[src/rtl/seg7_pkg.sv]
// rtl/seg7_pkg.sv - shared glyph constants and helpers for the 7-segment scan driver
package seg7_pkg;

    // Segment bit positions within {g,f,e,d,c,b,a}
    localparam int unsigned SEG_IDX_A = 0;
    localparam int unsigned SEG_IDX_B = 1;
    localparam int unsigned SEG_IDX_C = 2;
    localparam int unsigned SEG_IDX_D = 3;
    localparam int unsigned SEG_IDX_E = 4;
    localparam int unsigned SEG_IDX_F = 5;
    localparam int unsigned SEG_IDX_G = 6;

    localparam logic [6:0] SEG_0     = 7'h3F;
    localparam logic [6:0] SEG_1     = 7'h06;
    localparam logic [6:0] SEG_2     = 7'h5B;
    localparam logic [6:0] SEG_3     = 7'h4F;
    localparam logic [6:0] SEG_4     = 7'h66;
    localparam logic [6:0] SEG_5     = 7'h6D;
    localparam logic [6:0] SEG_6     = 7'h7D;
    localparam logic [6:0] SEG_7     = 7'h07;
    localparam logic [6:0] SEG_8     = 7'h7F;
    localparam logic [6:0] SEG_9     = 7'h6F;
    localparam logic [6:0] SEG_A     = 7'h77;
    localparam logic [6:0] SEG_B     = 7'h7C;
    localparam logic [6:0] SEG_C     = 7'h39;
    localparam logic [6:0] SEG_D     = 7'h5E;
    localparam logic [6:0] SEG_E     = 7'h79;
    localparam logic [6:0] SEG_F     = 7'h71;
    localparam logic [6:0] SEG_BLANK = 7'h00;

    // Never returns less than 1 so single-digit builds still get a legal vector
    function automatic int clog2(input int value);
        int result;
        result = 0;
        while ((1 << result) < value) begin
            result++;
        end
        return (result < 1) ? 1 : result;
    endfunction

endpackage

[src/rtl/seg7_glyph.sv]
// rtl/seg7_glyph.sv - 4-bit code to active-high glyph; SEG7_HEX_EN enables A-F glyphs
module seg7_glyph
    import seg7_pkg::*;
(
    input  logic [3:0] code_i,
    output logic [6:0] glyph_o
);

    always_comb begin
        glyph_o = SEG_BLANK;
        case (code_i)
            4'd0:  glyph_o = SEG_0;
            4'd1:  glyph_o = SEG_1;
            4'd2:  glyph_o = SEG_2;
            4'd3:  glyph_o = SEG_3;
            4'd4:  glyph_o = SEG_4;
            4'd5:  glyph_o = SEG_5;
            4'd6:  glyph_o = SEG_6;
            4'd7:  glyph_o = SEG_7;
            4'd8:  glyph_o = SEG_8;
            4'd9:  glyph_o = SEG_9;
`ifdef SEG7_HEX_EN
            4'd10: glyph_o = SEG_A;
            4'd11: glyph_o = SEG_B;
            4'd12: glyph_o = SEG_C;
            4'd13: glyph_o = SEG_D;
            4'd14: glyph_o = SEG_E;
            4'd15: glyph_o = SEG_F;
`else
            default: glyph_o = SEG_BLANK;
`endif
        endcase
    end

endmodule

[src/rtl/seg7_scan_driver.sv]
// rtl/seg7_scan_driver.sv - multiplexed 7-segment scan driver with frame-coherent update; SEG7_HEX_EN selects hex glyphs
module seg7_scan_driver
    import seg7_pkg::*;
#(
    parameter int DIGITS         = 4,
    parameter int SCAN_DIV       = 1000,
    parameter bit SEG_ACTIVE_LOW = 1'b0,
    parameter bit SEL_ACTIVE_LOW = 1'b0
) (
    input  logic                  clk,
    input  logic                  rst_n,
    input  logic [4*DIGITS-1:0]   num,
    input  logic [DIGITS-1:0]     dp_in,
    input  logic                  load,
    input  logic                  blank_lz,
    output logic [6:0]            seg7,
    output logic                  dp,
    output logic [DIGITS-1:0]     dig_sel,
    output logic                  frame_done
);

    localparam int IDX_W = clog2(DIGITS);
    localparam int CNT_W = clog2(SCAN_DIV);
    localparam logic [6:0]        SEG_OFF = {7{SEG_ACTIVE_LOW}};
    localparam logic [DIGITS-1:0] SEL_OFF = {DIGITS{SEL_ACTIVE_LOW}};

    logic [CNT_W-1:0]    cnt_q, cnt_d;
    logic [IDX_W-1:0]    idx_q, idx_d;
    logic [4*DIGITS-1:0] shadow_num_q, shadow_num_d, active_num_q, active_num_d;
    logic [DIGITS-1:0]   shadow_dp_q, shadow_dp_d, active_dp_q, active_dp_d;
    logic                pending_q, pending_d;
    logic [6:0]          seg7_q;
    logic                dp_q;
    logic [DIGITS-1:0]   dig_sel_q;
    logic                frame_done_q;

    logic                wrap, boundary, run_zero;
    logic [DIGITS-1:0]   lz_blank, sel_onehot;
    logic [3:0]          cur_code;
    logic [6:0]          glyph_raw, seg_on;

    assign wrap     = (cnt_q == CNT_W'(SCAN_DIV - 1));
    assign boundary = wrap && (idx_q == IDX_W'(DIGITS - 1));

    always_comb begin
        cnt_d        = wrap ? '0 : cnt_q + CNT_W'(1);
        idx_d        = idx_q;
        shadow_num_d = shadow_num_q;
        shadow_dp_d  = shadow_dp_q;
        active_num_d = active_num_q;
        active_dp_d  = active_dp_q;
        pending_d    = pending_q;
        if (wrap) begin
            idx_d = (idx_q == IDX_W'(DIGITS - 1)) ? '0 : idx_q + IDX_W'(1);
        end
        if (load) begin
            shadow_num_d = num;
            shadow_dp_d  = dp_in;
            pending_d    = 1'b1;
        end
        // Display content only swaps at a frame boundary; a coincident load bypasses the shadow
        if (boundary) begin
            if (load) begin
                active_num_d = num;
                active_dp_d  = dp_in;
                pending_d    = 1'b0;
            end else if (pending_q) begin
                active_num_d = shadow_num_q;
                active_dp_d  = shadow_dp_q;
                pending_d    = 1'b0;
            end
        end
    end

    // A digit is blanked when it and every digit above it are zero; digit 0 never blanks
    always_comb begin
        lz_blank = '0;
        run_zero = blank_lz;
        for (int k = DIGITS - 1; k >= 1; k--) begin
            run_zero    = run_zero && (active_num_q[4*k +: 4] == 4'd0);
            lz_blank[k] = run_zero;
        end
    end

    always_comb begin
        sel_onehot = '0;
        for (int k = 0; k < DIGITS; k++) begin
            sel_onehot[k] = (idx_q == IDX_W'(k));
        end
    end

    assign cur_code = active_num_q[{idx_q, 2'b00} +: 4];
    assign seg_on   = lz_blank[idx_q] ? SEG_BLANK : glyph_raw;

    seg7_glyph u_glyph (
        .code_i  (cur_code),
        .glyph_o (glyph_raw)
    );

    always_ff @(posedge clk or negedge rst_n) begin
        if (!rst_n) begin
            cnt_q        <= '0;
            idx_q        <= '0;
            shadow_num_q <= '0;
            shadow_dp_q  <= '0;
            active_num_q <= '0;
            active_dp_q  <= '0;
            pending_q    <= 1'b0;
            seg7_q       <= SEG_OFF;
            dp_q         <= SEG_ACTIVE_LOW;
            dig_sel_q    <= SEL_OFF;
            frame_done_q <= 1'b0;
        end else begin
            cnt_q        <= cnt_d;
            idx_q        <= idx_d;
            shadow_num_q <= shadow_num_d;
            shadow_dp_q  <= shadow_dp_d;
            active_num_q <= active_num_d;
            active_dp_q  <= active_dp_d;
            pending_q    <= pending_d;
            seg7_q       <= seg_on ^ SEG_OFF;
            dp_q         <= active_dp_q[idx_q] ^ SEG_ACTIVE_LOW;
            dig_sel_q    <= (cnt_q == '0) ? SEL_OFF : (sel_onehot ^ SEL_OFF);
            frame_done_q <= boundary;
        end
    end

    assign seg7       = seg7_q;
    assign dp         = dp_q;
    assign dig_sel    = dig_sel_q;
    assign frame_done = frame_done_q;

endmodule
[config.mk]
export PLATFORM = sky130hd
export DESIGN_NAME = seg7_scan_driver
export DESIGN_NICKNAME = d
export VERILOG_FILES = /design/src/rtl/seg7_pkg.sv /design/src/rtl/seg7_glyph.sv /design/src/rtl/seg7_scan_driver.sv
export SDC_FILE = /design/constraint.sdc
export NUM_CORES = 1
export LEC_CHECK = 0
export ABC_AREA = 1
export BUFFER_PORTS_ARGS = -buffer_cell sky130_fd_sc_hd__buf_2
export CELL_PAD_IN_SITES_DETAIL_PLACEMENT = 0
export CELL_PAD_IN_SITES_GLOBAL_PLACEMENT = 2
export CORE_AREA = 2 2 106 108
export DETAILED_ROUTE_END_ITERATION = 12
export DIE_AREA = 0 0 108 110
export HOLD_SLACK_MARGIN = 0.08
export PLACE_DENSITY = 0.77
export SYNTH_ARGS = -nofsm -noshare
export SYNTH_HDL_FRONTEND = slang
export SYNTH_SLANG_ARGS = --single-unit
export TNS_END_PERCENT = 30
[constraint.sdc]
create_clock -name clk -period 1.45 [get_ports clk]
set_input_delay 0.0725 -clock clk [delete_from_list [all_inputs] [get_ports clk]]
set_output_delay 0.0725 -clock clk [all_outputs]
set_load 0.02 [all_outputs]
Yosys cells after proc, flatten, opt, wreduce, memory -nomap -nowiden
Memory sizes are Yosys's and may differ from the RTL's. Index checks and enable logic that the tools add are counted.

Memories: 1. Bits of input ports: 24. Word-level logic and storage cells: 47. Memory bits (read-only): 112. Bits in registers: 66.

Memory list: (no name shown) (words 16, bits a word 7, read ports 1, clocked after memory_dff 0, wr ports 0, RTL line seg7_glyph.sv:11) `case (code_i)`.

Add/subtract/negate cells: 2. Reductions and logical operators: 11. Mux-type cells: 16. Shift-type cells: 1. Equality and inequality tests: 4. Magnitude comparators: 1.

Operators by type and width (count): $mux 16 (2); $shiftx 16x5->4 (1); $logic_not 4->1 (3); $mux 4 (3); $add 10x1->10 const B (1); $eq 10x10->1 const B (1); $logic_not 10->1 (1); $mux 10 (1); $mux 7 (1); $mux 1 (6); $bmux 1 s2 (2); $eq 2x2->1 const B (2); $logic_and 1x1->1 (4); $lt 2x3->1 const B (1); $add 2x1->2 const B (1); $eq 2x1->1 const B (1); $logic_not 2->1 (1); $mux 2 (1); $reduce_and 2->1 (1); $reduce_bool 2->1 (1).

Longest topological paths before layout
Depth in word-level cells: 7. Gate-level depth with buffers: 12. Depth with buffers taken out: 11.

Cells and area by module
Synthesis repeated with hierarchy kept, for this count alone.

Cells, all modules: 377. Area, all modules: 3169.3 µm².

By module, submodules not included: seg7_scan_driver (times used 1, cells each 338, sequential area each 1651.6 µm², area an instance 2959.1 µm²); seg7_glyph (times used 1, cells each 39, sequential area each 0.0 µm², area an instance 210.2 µm²).

Worst setup path after synthesis
OpenSTA, ideal clock, no wires.

Path kind: reg2reg. Start point: reg idx_q[0]. End point: reg seg7_q[3], in the netlist seg7[3]. Stages on the path, launching flop included: 11. Path slack: -0.084 ns. Required time: 1.332 ns. Library setup time: 0.118 ns. Arrival: 1.416 ns. Path through: dfrtp_1 inv_2 buf_6 nand2_1 nand3_1 nand2_1 ha_1 nand3_1 nand2_1 nor2_1 nor2_2.

Word-level cells in the longest chain between the ends: 3. Elaborated cells on any way between the ends: 5. Classes of those cells: shift: 1; mux: 3; memory: 1.

RTL lines: start, declared (RTL line seg7_scan_driver.sv:28) `logic [IDX_W-1:0] idx_q, idx_d;`; start signal, assigned (RTL line seg7_scan_driver.sv:115) `idx_q <= idx_d;`; $shiftx 16x5->4 / $bmux 1 s2 (equally long branches) (RTL line seg7_scan_driver.sv:92, seg7_scan_driver.sv:93); $mem_v2 16x7 / $mux 1 (equally long branches); $mux 7 * (RTL line seg7_scan_driver.sv:93) `assign seg_on = lz_blank[idx_q] ? SEG_BLANK : glyph_raw;`; named net seg_on[3] (RTL line seg7_scan_driver.sv:40) `logic [6:0] glyph_raw, seg_on;`; end signal, assigned (RTL line seg7_scan_driver.sv:121) `seg7_q <= seg_on ^ SEG_OFF;`; end, declared (RTL line seg7_scan_driver.sv:32) `logic [6:0] seg7_q;`.

Mark *: on every way through the listed nets, which the timed path passes. The rest lies on a longest branch. The select of a mux whose other input is x is not followed. A chain may end at the register's enable or synchronous reset.

Worst setup path in the final report
Same ends and word-level chain as after synthesis.

==> impl_metrics.tcl <==
set metrics [dict create \
    synth_area_per_cell_um2 8.385 \
    fp.dieW_um 108 \
    post-route-period-util_pct 101.5 \
    synth_seq_cells 66 \
    end_kind "register" \
    regArea_um2 1654 \
    gp_congestion 0.8208 \
    crit_path_max_incr_delay_ps 450 \
    violations "setup timing" \
    setup.worst_path.end "seg7[3]$_DFF_PN0_" \
    vias 2707 \
    syn-num-nets 420 \
    layout-drive-gt1-share_pct 33.40 \
    wl_mm 7.595 \
    crit_fanout 6 \
    grt_max_degree 47 \
    cts_buffer_depth 2 \
    yosysWarnings 0 \
    start_kind "register" \
    yosysTopAreaCell "dfrtp_1" \
    power_density_nw_per_um2 796.7 \
    critical_path_buf_inv_count 1 \
    setup_viol 3 \
    critPathSlowestCell "dfrtp_2" \
    timing.final.ws_setup_ps -22.07 \
    track_usage_pct 14.31 \
    worstReg2RegStart "idx_q[0]$_DFFE_PN0N_" \
    grt_pass1_wl_mm 12.98 \
    slew_violations 0 \
    first_iter_violations 101 \
    first_global_vias 2715 \
    ys_seq_area_share_pct 51.16 \
    clk_latency_ps 360 \
    cts_tree "done" \
    fp.coreArea_um2 10700 \
    cp.depth 9 \
    crit_start "idx_q[0]$_DFFE_PN0N_" \
    syn_inst 385 \
    n_fill_cell 1081 \
    initial_core_util_pct 30.18 \
    final_cells 622 \
    r2r_slack_ps -20 \
    synth_area_um2 3228 \
    path_cells "buf_12 > nand2_4 > nand3_4 > nand2_4 > ha_4 > nand3_4 > nand2_4 > nor2_4 > nor2_4" \
    grt_setup_unrepaired "true" \
    netSwitchingFraction_pct 23.44 \
    ios 37 \
    cts_sinks 66 \
    drc 0 \
    cts_made_buffers 9 \
    critical_path_class "register to register" \
    multi_input_area_um2 1644 \
    ff2ff_path_depth 9 \
    synth_top_area_share_pct 51.16 \
    crit_arrival_ps 1730 \
    p_leak_nw 2.389 \
    wl_per_cell_um 12.21 \
    worst_slew_pin_slew_ps 636.6 \
    p_clk_share_pct 41.8 \
    ys_top_cells_by_area "dfrtp_1 (51%), nand2_1 (17%), nor2_1 (4.3%)" \
    min_period_ps 1472 \
    clkTransAtPathRegs_ps 70 \
    path_common_cell "nand2_4" \
    worst_r2r_endpoint "seg7[3]$_DFF_PN0_" \
    htree_levels 3 \
    overflow 0 \
    num_rows 38 \
    first_pass_iters 4 \
    via_per_inst 4.352 \
    io_buffers 36 \
    ant_nets 0 \
    seq_power_share_pct 52.5 \
    dieArea_um2 11880 \
    relSlewSlack_pct 57.52 \
    maxCapViolCount 0 \
    cp_data_required_time_ps 1700 \
    antenna_found_initial 0 \
    finalHoldViolCount 0 \
    power_w 0.003617 \
    peakVddDrop_uv 390.9 \
    max_freq_ghz 0.6793 \
    hold_class "input pin to register" \
    syn_to_final_growth_pct 40.66 \
    placedCellCount 573 \
    cts_root_buf "clkbuf_8" \
    power.switching_w 0.0008479 \
    fin_util_pct 42.44 \
    fin_nets 512 \
    skew_ps 9.707 \
    antennaDiodeCount 0 \
    fp.dieH_um 110 \
    ys_types 27 \
    dpl.hpwl_mm 5.324 \
    status "complete, but fails checks" \
    combPwrFrac_pct 5.7 \
    internal_power_w 0.002770 \
    cp_top_family "simple AND/OR/NAND/NOR gates" \
]
[synthesized netlist by cell type]
cell type / n
nor4_1: 1
buf_4: 3
o21ai_1: 1
buf_6: 4
nor2_1: 37
ha_1: 11
o21ai_0: 6
buf_2: 5
nand3_2: 6
nand2_4: 5
a21oi_1: 4
inv_1: 29
nor3_1: 7
nor2_8: 1
clkbuf_1: 3
nand2_2: 4
nand3_1: 12
nand4_1: 21
dfrtp_1: 66
nor2_2: 6
nand3_4: 1
or2_0: 1
xor2_1: 1
inv_2: 5
nand2_1: 143
o22ai_1: 1
or2_2: 1
[worst min-delay path: stages]
cell,delay [ps]
buf_2,180
nand2_1,80
nand2_1,70
[placed cells by master, fill, tap and decap left out, drive strengths merged]
cell type | netlist | layout
a21oi | 4 | 4
buf | 12 | 74
bufinv | 0 | 1
clkbuf | 3 | 11
clkinv | 0 | 3
clkinvlp | 0 | 2
dfrtp | 66 | 66
dlygate4sd3 | 0 | 22
ha | 11 | 11
inv | 34 | 33
nand2 | 152 | 152
nand3 | 19 | 19
nand4 | 21 | 21
nor2 | 44 | 44
nor3 | 7 | 7
nor4 | 1 | 1
o21ai | 7 | 7
o22ai | 1 | 1
or2 | 2 | 2
xor2 | 1 | 1
[sequential cells by signal, summed over array words and instances, names as in the netlist]
name and flops:
active_dp_q 4, active_num_q 16, cnt_q 10, dig_sel 4, dp 1, frame_done 1, idx_q 2, pending_q 1
seg7 7, shadow_dp_q 4, shadow_num_q 16
[what timing repair did]
item                                    4_1_cts  5_1_grt
endpoints found under the setup margin        5       31
pin swaps                                    19       23
gates resized for setup                      19       57
endpoints found under the hold margin        86        0
buffers inserted                              4        7
hold buffers                                 22        0
[power groups by stage]
stage               registers [W]  clock network, W   logic, W
floorplan                 0.00193                 0  0.0000688
global placement          0.00194                 0   0.000165
detailed placement        0.00194                 0   0.000169
CTS                       0.00190           0.00156   0.000214
global route              0.00190           0.00162   0.000243
finish                    0.00190           0.00151   0.000206
[stage by stage]
step,setup WS (ps),TNS [ps],hold slack [ps],area (µm²)
2_1_floorplan,-8.868,-20.50,-223.1,3262
3_3_place_gp,6.183,0,106.2,3741
3_5_place_dp,-35.75,-141.2,108.4,3741
4_1_cts,-9.944,-14.96,80.45,4250
5_1_grt,-94.01,-1975,110.3,4541
6_report,-22.07,-40.86,83.44,4541
[layout make-up]
class / count / share of cell area, %
repair buffers: 96 / 16.31
inverters: 34 / 3.086
clock inverters: 5 / 1.212
well taps: 140 / 3.858
flip-flops and latches: 66 / 36.43
multi-input cells: 270 / 36.21
clock buffers: 11 / 2.893
[layer usage]
layer | global-route usage (%) | share of wire, % | up-vias
li1 | - | - | 1400
met1 | 18.11 | 48 | 1253
met2 | 23.05 | 47 | 40
met3 | 2.587 | 2.8 | 14
met4 | 8.333 | 2.5 | 0
met5 | 0 | 0 | -
[cell families (layout without fill, tap and decap cells)]
kind of cell | Yosys count | after routing | share of synthesized area [%]
simple gates | 246 | 246 | 35.23
flops | 66 | 66 | 51.16
compound gates | 12 | 12 | 1.899
fa+ha+maj | 11 | 11 | 4.264
xor+xnor | 1 | 1 | 0.2714
buf+inv | 49 | 146 | 7.170
[how the worst min path moves through the flow]
stage                from                          end  cells after the start
CTS                  load  shadow_num_q[2]$_DFFE_PN0P_                      3
global route         load  shadow_num_q[2]$_DFFE_PN0P_                      3
finish               load  shadow_num_q[2]$_DFFE_PN0P_                      3
detailed placement  rst_n  active_num_q[1]$_DFFE_PN0P_                      2
global placement    rst_n  active_num_q[3]$_DFFE_PN0P_                      2
floorplan           rst_n   active_dp_q[0]$_DFFE_PN0P_                      0
(Power assumes the default switching activity.)
